`src/rtl/ai_agent_pkg.sv`:
```
// Shared constants for the ai_agent_seq move selector: cell codes, score weights,
// FSM state encoding and the tie-break LFSR configuration.
package ai_agent_pkg;

  localparam logic [1:0] CELL_EMPTY  = 2'b00;
  localparam logic [1:0] CELL_PLAYER = 2'b01;
  localparam logic [1:0] CELL_AI     = 2'b10;

  localparam logic [3:0] W_BASE   = 4'd1;
  localparam logic [3:0] W_WIN    = 4'd8;
  localparam logic [3:0] W_BLOCK  = 4'd4;
  localparam logic [3:0] W_CENTER = 4'd2;
  localparam logic [3:0] W_CORNER = 4'd1;

  typedef logic [1:0] state_t;
  localparam state_t StIdle = 2'd0;
  localparam state_t StScan = 2'd1;
  localparam state_t StDone = 2'd2;

  // x^8 + x^6 + x^5 + x^4 + 1, Fibonacci form shifting towards the MSB
  localparam logic [7:0] LFSR_SEED = 8'hA5;
  localparam logic [7:0] LFSR_TAPS = 8'hB8;

  function automatic logic [7:0] lfsr_next(input logic [7:0] s);
    return {s[6:0], ^(s & LFSR_TAPS)};
  endfunction

endpackage

```
`src/rtl/ai_cell_eval.sv`:
```
// Combinational scorer for one candidate cell: win/block on every line through the
// cell, plus centre and corner bonuses. Occupied cells score 0.
module ai_cell_eval
  import ai_agent_pkg::*;
#(
  parameter int unsigned N    = 3,
  parameter int unsigned IDXW = $clog2(N * N)
) (
  input  logic [2*N*N-1:0] board_i,
  input  logic [IDXW-1:0]  idx_i,
  output logic [3:0]       score_o
);

  localparam int unsigned BW = $clog2(2 * N * N);

  int unsigned idx_n, row, col;
  logic [1:0]  c;
  logic        row_win, row_blk, col_win, col_blk;
  logic        dia_win, dia_blk, ant_win, ant_blk;
  logic        win, blk, is_centre, is_corner, empty;

  always_comb begin
    idx_n   = 32'(idx_i);
    row     = idx_n / N;
    col     = idx_n % N;
    c       = CELL_EMPTY;
    row_win = 1'b1;
    row_blk = 1'b1;
    col_win = 1'b1;
    col_blk = 1'b1;
    dia_win = 1'b1;
    dia_blk = 1'b1;
    ant_win = 1'b1;
    ant_blk = 1'b1;
    // The candidate itself is excluded: a line wins/blocks when all other cells match.
    for (int unsigned r = 0; r < N; r++) begin
      for (int unsigned k = 0; k < N; k++) begin
        if ((r * N + k) != idx_n) begin
          c = board_i[BW'(2 * (r * N + k)) +: 2];
          if (r == row) begin
            row_win &= (c == CELL_AI);
            row_blk &= (c == CELL_PLAYER);
          end
          if (k == col) begin
            col_win &= (c == CELL_AI);
            col_blk &= (c == CELL_PLAYER);
          end
          if (r == k) begin
            dia_win &= (c == CELL_AI);
            dia_blk &= (c == CELL_PLAYER);
          end
          if (r + k == N - 1) begin
            ant_win &= (c == CELL_AI);
            ant_blk &= (c == CELL_PLAYER);
          end
        end
      end
    end
    win = row_win | col_win | ((row == col) & dia_win) | ((row + col == N - 1) & ant_win);
    blk = row_blk | col_blk | ((row == col) & dia_blk) | ((row + col == N - 1) & ant_blk);
    is_centre = ((N % 2) == 1) && (idx_n == (N * N - 1) / 2);
    is_corner = (idx_n == 0) || (idx_n == N - 1) || (idx_n == N * N - N) ||
                (idx_n == N * N - 1);
    empty = (board_i[BW'(2 * idx_n) +: 2] == CELL_EMPTY);
    score_o = empty ? (W_BASE + (win ? W_WIN : 4'd0) + (blk ? W_BLOCK : 4'd0) +
                       (is_centre ? W_CENTER : 4'd0) + (is_corner ? W_CORNER : 4'd0))
                    : 4'd0;
  end

endmodule

```
`src/rtl/ai_agent_seq.sv`:
```
// Sequential AI move selector: scans one cell per clock and reports the best move.
// Optional macro AI_TIEBREAK_LFSR_EN randomises equal-score tie-breaks with an LFSR.
module ai_agent_seq
  import ai_agent_pkg::*;
#(
  parameter int unsigned N    = 3,
  parameter int unsigned IDXW = $clog2(N * N)
) (
  input  logic             clk,
  input  logic             rst,
  input  logic             start,
  input  logic [2*N*N-1:0] cell_position,
  output logic [IDXW-1:0]  ai_tick,
  output logic             done,
  output logic             busy,
  output logic             no_move,
  output logic [3:0]       best_score
);

  localparam logic [IDXW-1:0] LastIdx = IDXW'(N * N - 1);

  state_t           state_q, state_d;
  logic [2*N*N-1:0] board_q, board_d;
  logic [IDXW-1:0]  idx_q, idx_d, best_idx_q, best_idx_d, ai_tick_q, ai_tick_d;
  logic [3:0]       run_best_q, run_best_d, best_score_q, best_score_d;
  logic             found_q, found_d, done_q, done_d, busy_q, busy_d;
  logic             no_move_q, no_move_d;
  logic [3:0]       score;
  logic             tie_take;

  ai_cell_eval #(
    .N    (N),
    .IDXW (IDXW)
  ) u_eval (
    .board_i (board_q),
    .idx_i   (idx_q),
    .score_o (score)
  );

`ifdef AI_TIEBREAK_LFSR_EN
  logic [7:0] lfsr_q;

  always_ff @(posedge clk or negedge rst) begin
    if (!rst) lfsr_q <= LFSR_SEED;
    else      lfsr_q <= lfsr_next(lfsr_q);
  end

  assign tie_take = (score == run_best_q) && (score != 4'd0) && lfsr_q[0];
`else
  assign tie_take = 1'b0;
`endif

  always_comb begin
    state_d      = state_q;
    board_d      = board_q;
    idx_d        = idx_q;
    best_idx_d   = best_idx_q;
    run_best_d   = run_best_q;
    found_d      = found_q;
    ai_tick_d    = ai_tick_q;
    best_score_d = best_score_q;
    no_move_d    = no_move_q;
    busy_d       = busy_q;
    done_d       = 1'b0;
    case (state_q)
      StIdle: begin
        if (start) begin
          board_d    = cell_position;
          idx_d      = '0;
          best_idx_d = '0;
          run_best_d = 4'd0;
          found_d    = 1'b0;
          busy_d     = 1'b1;
          state_d    = StScan;
        end
      end
      StScan: begin
        // Strict > keeps the lowest index on ties unless the LFSR overrides.
        if ((score > run_best_q) || tie_take) begin
          run_best_d = score;
          best_idx_d = idx_q;
          found_d    = 1'b1;
        end
        if (idx_q == LastIdx) state_d = StDone;
        else                  idx_d   = idx_q + 1'b1;
      end
      StDone: begin
        done_d       = 1'b1;
        busy_d       = 1'b0;
        ai_tick_d    = found_q ? best_idx_q : '0;
        best_score_d = found_q ? run_best_q : 4'd0;
        no_move_d    = ~found_q;
        state_d      = StIdle;
      end
      default: state_d = StIdle;
    endcase
  end

  always_ff @(posedge clk or negedge rst) begin
    if (!rst) begin
      state_q      <= StIdle;
      board_q      <= '0;
      idx_q        <= '0;
      best_idx_q   <= '0;
      run_best_q   <= 4'd0;
      found_q      <= 1'b0;
      ai_tick_q    <= '0;
      best_score_q <= 4'd0;
      no_move_q    <= 1'b0;
      busy_q       <= 1'b0;
      done_q       <= 1'b0;
    end else begin
      state_q      <= state_d;
      board_q      <= board_d;
      idx_q        <= idx_d;
      best_idx_q   <= best_idx_d;
      run_best_q   <= run_best_d;
      found_q      <= found_d;
      ai_tick_q    <= ai_tick_d;
      best_score_q <= best_score_d;
      no_move_q    <= no_move_d;
      busy_q       <= busy_d;
      done_q       <= done_d;
    end
  end

  assign ai_tick    = ai_tick_q;
  assign best_score = best_score_q;
  assign no_move    = no_move_q;
  assign busy       = busy_q;
  assign done       = done_q;

endmodule

```
`config.mk`:
```
export PLATFORM = sky130hd
export DESIGN_NAME = ai_agent_seq
export DESIGN_NICKNAME = d
export VERILOG_FILES = /design/src/rtl/ai_agent_pkg.sv /design/src/rtl/ai_cell_eval.sv /design/src/rtl/ai_agent_seq.sv
export SDC_FILE = /design/constraint.sdc
export NUM_CORES = 1
export LEC_CHECK = 0
export CAP_MARGIN = 20
export CELL_PAD_IN_SITES_DETAIL_PLACEMENT = 1
export CELL_PAD_IN_SITES_GLOBAL_PLACEMENT = 2
export CORE_ASPECT_RATIO = 0.6
export CORE_MARGIN = 3
export CORE_UTILIZATION = 35
export CTS_CLUSTER_SIZE = 10
export DETAILED_ROUTE_END_ITERATION = 8
export PLACE_DENSITY_LB_ADDON = 0.1
export SYNTH_ARGS = -nofsm -noshare
export SYNTH_HDL_FRONTEND = slang
export SYNTH_SLANG_ARGS = --single-unit
```
`constraint.sdc`:
```
create_clock -name clk -period 8.43 [get_ports clk]
set_clock_uncertainty 0.1 [all_clocks]
set_input_delay 1.686 -clock clk [delete_from_list [all_inputs] [get_ports clk]]
set_output_delay 1.686 -clock clk [all_outputs]
set_load 0.05 [all_outputs]
```
==> run metrics, run 1 <==
Post-CTS Resized 0; GPL Wtd Cong 0.9708; number of flops mapped to enable cells by yosys 0; DIE AREA 11,110 um2; die width 134.1 um; Critical Path Sink best_idx_q[3]$_DFFE_PN0P_; core area 9392 um2; CTS max path bufs 2; dominant cell type by area after synthesis dfrtp_1; CP most frequent cell ha_1; cell count after synthesis 429; grt peak-use layer met1; Root Driver clkbuf_16; Area growth, synth to finish 18.00%; Critical Path End Type flip-flop; DR iter-0 viols 345; required time worst endpoint 8.53 ns; commonest non-fill, non-tap cell in the layout nand2_1; postcts setup bufs 0; final setup violating endpoints 0; CP arrival 7.56 ns; Storage cell area 1101 um2; flop2flop setup slack 0.97 ns; worst-case reg-to-reg path depth 30; GR Overflow Total 0; total track usage 21.41%; first-pass GRT wire length 18,940 um; Pre-Repair DR Iteration Count 5; Slowest-stage cell, CP mux2i_1; most frequent cells in the layout nand2_1 (74), o21ai_0 (54), dfrtp_1 (44); global-route met2 utilization 27.21%; max incr delay on CP 0.45 ns; CTS clk-pin slew, worst paths 0.07 ns; Critical Path Source idx_q[0]$_DFFE_PN0P_; DRC 0; top post-synthesis cells by area dfrtp_1 (32%), nand2_1 (8.1%), o21ai_0 (7.8%), ha_1 (6.2%), nand3_1 (3.9%); Crit Path Max Fanout 15; Filler cells 1,149; Hold WC Path Type reg -> reg; RSZ-0062 raised after global routing no; Fin. Hold Viols 0; synthesized flop and latch total 44; reg2reg end best_idx_q[3]$_DFFE_PN0P_; vias in the first global route 3,288; CTS tree done; remaining antenna violation count after routing 0; Max Cap Viol 0; Rows 27; Chip Height 82.87 um; clk sinks 44; Final Cycle Share 88.48%; ys async rst share 100.0%; YS warnings 0; crit path kind reg -> reg; setup TNS 0 ns; Mapped Avg Cell Area 8.035 um2; Synth cell types 73; DRT Wirelength 11,860 um; GRT met3 Usage 6.295%; max-slew violation count 0; total CTS buffers 5; Starting Density 36.70%; area of the multi-input gates 2132 um2; Critical Path Start Type flip-flop; met1 usage 35.33%; Top FF cell, synth dfrtp_1; Worst-Margin Slew 0.7516 ns; H-tree level count 2; Max Fclk 134.1 MHz; fraction of layout cells with a size suffix above 1 7.642%; initial antenna violation count 0; dpl hpwl 9322 um; hold path cells 2; syn_nets 468; mapped cell area 3447 um2; number of port buffers 31; status completed; register area share after synthesis 31.94%; Layout Nets 496; hold_buf cts 0; Skew-Pair Late Insertion Delay 0.29 ns; Via density 5.748; Yosys top cell area share 31.94%; ANT cells 0; largest net degree at the start of global routing 45; min Tclk post-route 7.459 ns; I/O pins 32; total number of vias 3,380; Routed wire per std cell 20.17 um; normalized max-slew margin 49.44%; RR Startpoint idx_q[0]$_DFFE_PN0P_
state kept, by name (all words and copies together) (netlist names):
signal / flops
ai_tick: 4
best_idx_q: 4
best_score: 4
board_q: 18
busy: 1
done: 1
found_q: 1
idx_q: 4
no_move: 1
run_best_q: 4
state_q: 2
worst max-delay path: cells and delay by family (launching register included):
| kind | cells | cell delay (ns) |
|---|---|---|
| AOI/OAI and AO/OA | 10 | 2.20 |
| xor gates and xnor gates | 2 | 0.40 |
| adders and majority gates | 4 | 1.21 |
| buffers and inverters | 5 | 1.04 |
| DFF | 1 | 0.33 |
| muxes | 2 | 0.78 |
| and+or+nand+nor | 7 | 1.28 |
cell usage after synthesis, drive strengths merged, types with 2 or more instances:
| master | instances |
|---|---|
| a211oi | 3 |
| a21boi | 3 |
| a21o | 7 |
| a21oi | 15 |
| a22o | 2 |
| a22oi | 2 |
| a311oi | 2 |
| a31o | 2 |
| a31oi | 8 |
| a32o | 2 |
| and2 | 4 |
| and3 | 5 |
| and3b | 2 |
| and4 | 2 |
| and4b | 2 |
| buf | 5 |
| clkbuf | 11 |
| dfrtp | 44 |
| ha | 17 |
| inv | 32 |
| mux2 | 2 |
| mux2i | 4 |
| nand2 | 74 |
| nand3 | 27 |
| nand3b | 2 |
| nand4 | 12 |
| nand4b | 2 |
| nor2 | 21 |
| nor2b | 6 |
| nor3 | 10 |
| nor3b | 2 |
| o2111ai | 2 |
| o211a | 4 |
| o211ai | 3 |
| o21a | 4 |
| o21ai | 57 |
| o311ai | 2 |
| xnor2 | 5 |
| xor2 | 2 |
routing by layer:
| metal | up-vias | wire length [um] |
|---|---|---|
| met3 | 7 | 1004 |
| met1 | 1654 | 6313 |
| met4 | 0 | 55 |
| li1 | 1605 | - |
| met2 | 114 | 4489 |
| met5 | - | 0 |
layout make-up:
| type | count | area share [%] |
|---|---|---|
| well taps | 130 | 3.999 |
| multi-input cells | 336 | 52.41 |
| repair buffers | 37 | 9.351 |
| inverters | 33 | 3.045 |
| clock buffers | 5 | 3.076 |
| clock inverters | 3 | 1.046 |
| flip-flops and latches | 44 | 27.07 |
through the flow:
step                worst slack [ns]  cells  util [%]  hold slack (ns)  instance area [um2]
floorplan                      1.781    429         -           0.3599                 3447
global placement               1.517    578     41.05           0.3598                 3855
detailed placement             1.087    578     41.05           0.3691                 3855
CTS                            1.049    586     42.83           0.3843                 4023
global route                  0.5669    588     43.31           0.4257                 4068
finish                        0.9714    588     43.31           0.3779                 4068
worst min path at each step:
stage | startpoint | endpoint | slack [ns]
2_1_floorplan | state_q[1]$_DFFE_PN0P_ | state_q[1]$_DFFE_PN0P_ | 0.36
3_3_place_gp | no_move$_DFFE_PN0P_ | no_move$_DFFE_PN0P_ | 0.36
3_5_place_dp | best_score[2]$_DFFE_PN0P_ | best_score[2]$_DFFE_PN0P_ | 0.37
4_1_cts | best_score[2]$_DFFE_PN0P_ | best_score[2]$_DFFE_PN0P_ | 0.38
5_1_grt | ai_tick[3]$_DFFE_PN0P_ | ai_tick[3]$_DFFE_PN0P_ | 0.43
6_report | best_score[2]$_DFFE_PN0P_ | best_score[2]$_DFFE_PN0P_ | 0.38
logic make-up after synthesis:
kind of cell             synth area share (%)
buffers and inverters                   6.207
XOR/XNOR                                1.996
AO/OA/AOI/OAI                           25.52
multiplexers                            1.815
adder cells (fa/ha/maj)                 6.751
AND/OR/NAND/NOR                         25.77
flip-flops                              31.94
Power of run 1 is left out: the tool's default activity adds up to more than one toggle a clock period on the data nets, which glitch-free logic cannot reach.
==> inputs of run 2 (changes only) <==
--- a/config.mk
+++ b/config.mk
@@ -5,13 +5,11 @@
 export SDC_FILE = /design/constraint.sdc
 export NUM_CORES = 1
 export LEC_CHECK = 0
-export CAP_MARGIN = 20
 export CELL_PAD_IN_SITES_DETAIL_PLACEMENT = 1
-export CELL_PAD_IN_SITES_GLOBAL_PLACEMENT = 2
+export CELL_PAD_IN_SITES_GLOBAL_PLACEMENT = 1
 export CORE_ASPECT_RATIO = 0.6
 export CORE_MARGIN = 3
-export CORE_UTILIZATION = 35
-export CTS_CLUSTER_SIZE = 10
+export CORE_UTILIZATION = 44
 export DETAILED_ROUTE_END_ITERATION = 8
 export PLACE_DENSITY_LB_ADDON = 0.1
 export SYNTH_ARGS = -nofsm -noshare
==> run 2 against run 1 <==
Final cell count is 4.8% lower. Via count rose by 5.4%. Highest routed layer is now met5. First-iteration DRC count is 26% higher. Wire length increased by 4.6%. Core utilization rose by 11 points. Register-to-register slack got worse by 0.09 ns.
==> run metrics, run 2 (synthesis results as in run 1) <==
setup TNS 0 ns (unchanged); max incr delay on CP 0.43 ns (was 0.45 ns); Max Fclk 132.5 MHz (was 134.1 MHz); most flop-heavy register board_q (unchanged); Post-CTS Resized 0 (unchanged); CTS max path bufs 2 (unchanged); GPL Wtd Cong 1.011 (was 0.9708); CTS tree done (unchanged); final setup violating endpoints 0 (unchanged); CTS clk-pin slew, worst paths 0.06 ns (was 0.07 ns); commonest non-fill, non-tap cell in the layout nand2_1 (unchanged); Pre-Repair DR Iteration Count 5 (unchanged); remaining antenna violation count after routing 0 (unchanged); Starting Density 46.47% (was 36.70%); hold path cells 2 (unchanged); dpl hpwl 9433 um (was 9322 um); Critical Path Start Type flip-flop (unchanged); DRC 0 (unchanged); GR Overflow Total 0 (unchanged); Worst Hold Path EP best_score[3]$_DFFE_PN0P_ (was best_score[2]$_DFFE_PN0P_); Routed wire per std cell 22.16 um (was 20.17 um); Hold Crit Start best_score[3]$_DFFE_PN0P_ (was best_score[2]$_DFFE_PN0P_); max-slew violation count 0 (unchanged); total number of vias 3,564 (was 3,380); core area 7417 um2 (was 9392 um2); flop2flop setup slack 0.88 ns (was 0.97 ns); RSZ-0062 raised after global routing no (unchanged); CP most frequent cell ha_1 (unchanged); status completed (unchanged); DIE AREA 8967 um2 (was 11,110 um2); number of port buffers 31 (unchanged); CP arrival 7.65 ns (was 7.56 ns); I/O pins 32 (unchanged); Hold WC Path Type reg -> reg (unchanged); hold_buf cts 0 (unchanged); min Tclk post-route 7.545 ns (was 7.459 ns); Critical Path End Type flip-flop (unchanged); Rows 24 (was 27); worst-case reg-to-reg path depth 30 (unchanged); ANT cells 0 (unchanged); DR iter-0 viols 436 (was 345); Chip Height 74.56 um (was 82.87 um); reg2reg end best_idx_q[1]$_DFFE_PN0P_ (was best_idx_q[3]$_DFFE_PN0P_); Area growth, synth to finish 16.19% (was 18.00%); vias in the first global route 3,483 (was 3,288); most frequent cells in the layout nand2_1 (74), o21ai_0 (54), dfrtp_1 (44) (unchanged); Worst-Margin Slew 1.086 ns (was 0.7516 ns); largest net degree at the start of global routing 45 (unchanged); Root Driver clkbuf_16 (unchanged); RR Startpoint idx_q[2]$_DFFE_PN0P_ (was idx_q[0]$_DFFE_PN0P_); fraction of layout cells with a size suffix above 1 7.237% (was 7.642%); Slowest-stage cell, CP a2111oi_2 (was mux2i_1); normalized max-slew margin 27.57% (was 49.44%); clk sinks 44 (unchanged); Skew-Pair Late Insertion Delay 0.29 ns (about the same); max reg flops 18 (unchanged); Layout Nets 494 (was 496); initial antenna violation count 1 (was 0); Max Cap Viol 0 (unchanged); Critical Path Source idx_q[2]$_DFFE_PN0P_ (was idx_q[0]$_DFFE_PN0P_); H-tree level count 2 (unchanged); die width 120.3 um (was 134.1 um); postcts setup bufs 0 (unchanged); total CTS buffers 5 (unchanged); Via density 6.364 (was 5.748); required time worst endpoint 8.53 ns (about the same); Final Cycle Share 89.51% (was 88.48%); Crit Path Max Fanout 19 (was 15); total track usage 28.60% (was 21.41%); first-pass GRT wire length 19,660 um (was 18,940 um); crit path kind reg -> reg (unchanged); Fin. Hold Viols 0 (unchanged); DRT Wirelength 12,410 um (was 11,860 um)
run 2: cell count changes in the layout (fill, tap and decap cells not counted):
| cell | previous run | this run |
|---|---|---|
| clkbuf_8 | 0 | 2 |
| buf_12 | 1 | 0 |
| clkinvlp_4 | 1 | 0 |
| clkbuf_16 | 6 | 5 |
| clkinv_2 | 1 | 0 |
run 2: metrics by stage:
stage | worst slack [ns] | cell area, um2 | hold slack [ns] | cells | utilization [%]
2_1_floorplan | 1.781 | 3447 | 0.3599 | 429 | -
3_3_place_gp | 1.565 | 3822 | 0.3601 | 552 | 51.54
3_5_place_dp | 1.187 | 3822 | 0.3690 | 552 | 51.54
5_1_grt | 0.4338 | 4005 | 0.4131 | 560 | 54.00
6_report | 0.8846 | 4005 | 0.3792 | 560 | 54.00
4_1_cts | 1.069 | 4005 | 0.3834 | 560 | 54.00
run 2: final cells by class:
cell class,instances,area [um2]
Fill cell,945,3412
Tap cell,104,130.1
Clock buffer,7,152.6
Sequential cell,44,1101
Clock inverter,1,30.03
Multi-Input combinational cell,336,2132
Timing Repair Buffer,35,335.3
Inverter,33,123.9
run 2: critical path: cells and delay by family (launching register included):
kind / cells / cell delay (ns)
buffers and inverters: 4 / 0.80
AND/OR/NAND/NOR: 9 / 1.97
flip-flops: 1 / 0.33
AO/OA/AOI/OAI: 9 / 1.89
XOR/XNOR: 2 / 0.35
multiplexers: 2 / 0.76
adder cells (fa/ha/maj): 4 / 1.22
run 2: how the worst max path moves through the flow:
stage                                 to  slack, ns
5_1_grt        run_best_q[1]$_DFFE_PN0P_       0.43
6_report       best_idx_q[1]$_DFFE_PN0P_       0.88
2_1_floorplan  best_idx_q[2]$_DFFE_PN0P_       1.78
3_5_place_dp   best_idx_q[2]$_DFFE_PN0P_       1.19
4_1_cts        best_idx_q[2]$_DFFE_PN0P_       1.07
3_3_place_gp   best_idx_q[3]$_DFFE_PN0P_       1.57
run 2: per-layer routing:
| metal | GRT usage [%] | vias up | wire length (um) |
|---|---|---|---|
| met1 | 42.09 | 1749 | 5851 |
| met3 | 9.271 | 26 | 1395 |
| met2 | 41.79 | 182 | 4994 |
| met4 | 4.774 | 2 | 162 |
| li1 | - | 1605 | - |
| met5 | 0 | - | 7 |
Power of run 2 is left out for the same reason.
==> inputs of run 3 (changes only) <==
--- a/config.mk
+++ b/config.mk
@@ -8,7 +8,7 @@
 export CELL_PAD_IN_SITES_DETAIL_PLACEMENT = 1
 export CELL_PAD_IN_SITES_GLOBAL_PLACEMENT = 1
 export CORE_ASPECT_RATIO = 0.6
-export CORE_MARGIN = 3
+export CORE_MARGIN = 10
 export CORE_UTILIZATION = 44
 export DETAILED_ROUTE_END_ITERATION = 8
 export PLACE_DENSITY_LB_ADDON = 0.1
==> run 3 against run 2 <==
Global-route usage shrank 7.8 points. Register-to-register slack lost 0.37 ns. Wire length shrank 2.5%. Critical endpoint is now best_idx_q[3]$_DFFE_PN0P_.
==> run metrics, run 3 (synthesis results as in run 1) <==
status completed (unchanged); number of port buffers 31 (unchanged); H-tree level count 2 (unchanged); worst-case reg-to-reg path depth 29 (was 30); dpl hpwl 9563 um (was 9433 um); Post-CTS Resized 0 (unchanged); fraction of layout cells with a size suffix above 1 6.828% (was 7.237%); DR iter-0 viols 395 (was 436); I/O pins 32 (unchanged); Hold WC Path Type reg -> reg (unchanged); Pre-Repair DR Iteration Count 5 (unchanged); total CTS buffers 5 (unchanged); DIE AREA 11,890 um2 (was 8967 um2); Final Cycle Share 93.84% (was 89.51%); Slowest-stage cell, CP dfrtp_1 (was a2111oi_2); max incr delay on CP 0.75 ns (was 0.43 ns); Worst Hold Path EP ai_tick[2]$_DFFE_PN0P_ (was best_score[3]$_DFFE_PN0P_); postcts setup bufs 0 (unchanged); Root Driver clkbuf_16 (unchanged); Critical Path Start Type flip-flop (unchanged); Max Cap Viol 0 (unchanged); Area growth, synth to finish 14.70% (was 16.19%); Via density 6.296 (was 6.364); CTS tree done (unchanged); Hold Crit Start ai_tick[2]$_DFFE_PN0P_ (was best_score[3]$_DFFE_PN0P_); vias in the first global route 3,436 (was 3,483); most frequent cells in the layout nand2_1 (74), o21ai_0 (54), dfrtp_1 (44) (unchanged); RR Startpoint idx_q[2]$_DFFE_PN0P_ (unchanged); commonest non-fill, non-tap cell in the layout nand2_1 (unchanged); hold_buf cts 0 (unchanged); max-slew violation count 0 (unchanged); total number of vias 3,513 (was 3,564); Routed wire per std cell 21.69 um (was 22.16 um); ANT cells 0 (unchanged); Finished Core Util 53.09% (was 54.00%); hold path cells 2 (unchanged); Filler cells 954 (was 945); Worst-Margin Slew 1.098 ns (was 1.086 ns); core area 7447 um2 (was 7417 um2); min Tclk post-route 7.911 ns (was 7.545 ns); initial antenna violation count 0 (was 1); Critical Path End Type flip-flop (unchanged); CP arrival 8.00 ns (was 7.65 ns); remaining antenna violation count after routing 0 (unchanged); CTS clk-pin slew, worst paths 0.06 ns (about the same); Rows 24 (unchanged); crit path kind reg -> reg (unchanged); Skew-Pair Late Insertion Delay 0.29 ns (about the same); clk sinks 44 (unchanged); largest net degree at the start of global routing 45 (unchanged); max reg flops 18 (unchanged); CTS max path bufs 2 (unchanged); Starting Density 46.29% (was 46.47%); Fin. Hold Viols 0 (unchanged); Max Fclk 126.4 MHz (was 132.5 MHz); normalized max-slew margin 26.79% (was 27.57%); DRT Wirelength 12,100 um (was 12,410 um); Storage cell area 1101 um2 (unchanged); reg2reg end best_idx_q[3]$_DFFE_PN0P_ (was best_idx_q[1]$_DFFE_PN0P_); area of the multi-input gates 2132 um2 (unchanged); GPL Wtd Cong 0.9055 (was 1.011); DRC 0 (unchanged); flop2flop setup slack 0.52 ns (was 0.88 ns); Chip Height 88.56 um (was 74.56 um); CP most frequent cell ha_1 (unchanged); RSZ-0062 raised after global routing no (unchanged); Layout Nets 492 (was 494); final setup violating endpoints 0 (unchanged); most flop-heavy register board_q (unchanged); die width 134.3 um (was 120.3 um); required time worst endpoint 8.52 ns (was 8.53 ns); Crit Path Max Fanout 19 (unchanged); GR Overflow Total 0 (unchanged); setup TNS 0 ns (unchanged); first-pass GRT wire length 19,680 um (was 19,660 um); total track usage 20.81% (was 28.60%)
==> run 3: cell count changes in the layout (fill, tap and decap cells not counted), sizes merged <==
cell / previous run / this run
clkinvlp: 0 / 1
buf: 5 / 3
clkbuf: 7 / 5
bufinv: 1 / 0
inv: 32 / 33
clkinv: 1 / 2
==> run 3: worst max-delay path: cells and delay by family (launching register included) <==
| family | cells | cell delay (ns) |
|---|---|---|
| buffers and inverters | 3 | 0.60 |
| AOI/OAI and AO/OA | 9 | 2.03 |
| muxes | 2 | 0.73 |
| DFF | 1 | 0.75 |
| and+or+nand+nor | 9 | 2.01 |
| xor gates and xnor gates | 2 | 0.36 |
| adders and majority gates | 4 | 1.24 |
==> run 3: worst max path at each step <==
| stage | startpoint | endpoint |
|---|---|---|
| 2_1_floorplan | idx_q[0]$_DFFE_PN0P_ | best_idx_q[2]$_DFFE_PN0P_ |
| 3_3_place_gp | idx_q[0]$_DFFE_PN0P_ | best_idx_q[3]$_DFFE_PN0P_ |
| 3_5_place_dp | idx_q[0]$_DFFE_PN0P_ | best_idx_q[3]$_DFFE_PN0P_ |
| 4_1_cts | idx_q[0]$_DFFE_PN0P_ | best_idx_q[3]$_DFFE_PN0P_ |
| 5_1_grt | idx_q[2]$_DFFE_PN0P_ | best_idx_q[3]$_DFFE_PN0P_ |
| 6_report | idx_q[2]$_DFFE_PN0P_ | best_idx_q[3]$_DFFE_PN0P_ |
==> run 3: metal layers <==
metal  up-vias  share of wire [%]  GRT usage [%]
li1       1597                  -              -
met3         2                9.7          7.240
met4         0              0.066          1.180
met5         -                  0              0
met2       150                 40          29.47
met1      1764                 50          30.66
==> run 3: metrics by stage <==
step / instance area (um2) / cells / hold WS (ns) / worst slack [ns]
finish: 3954 / 558 / 0.3773 / 0.5189
global route: 3954 / 558 / 0.4084 / 0.08979
CTS: 3954 / 558 / 0.3828 / 0.7271
detailed placement: 3807 / 550 / 0.3704 / 0.8188
global placement: 3807 / 550 / 0.3600 / 1.217
floorplan: 3447 / 429 / 0.3599 / 1.781
==> run 3: area by class of cell <==
type,instances,share of cell area [%]
timing repair buffer,33,8.101
clock buffer,5,3.165
sequential,44,27.85
clock inverter,3,0.5380
multi-input combinational,336,53.92
inverter,33,3.133
tap,104,3.291
Power of run 3 is left out for the same reason.
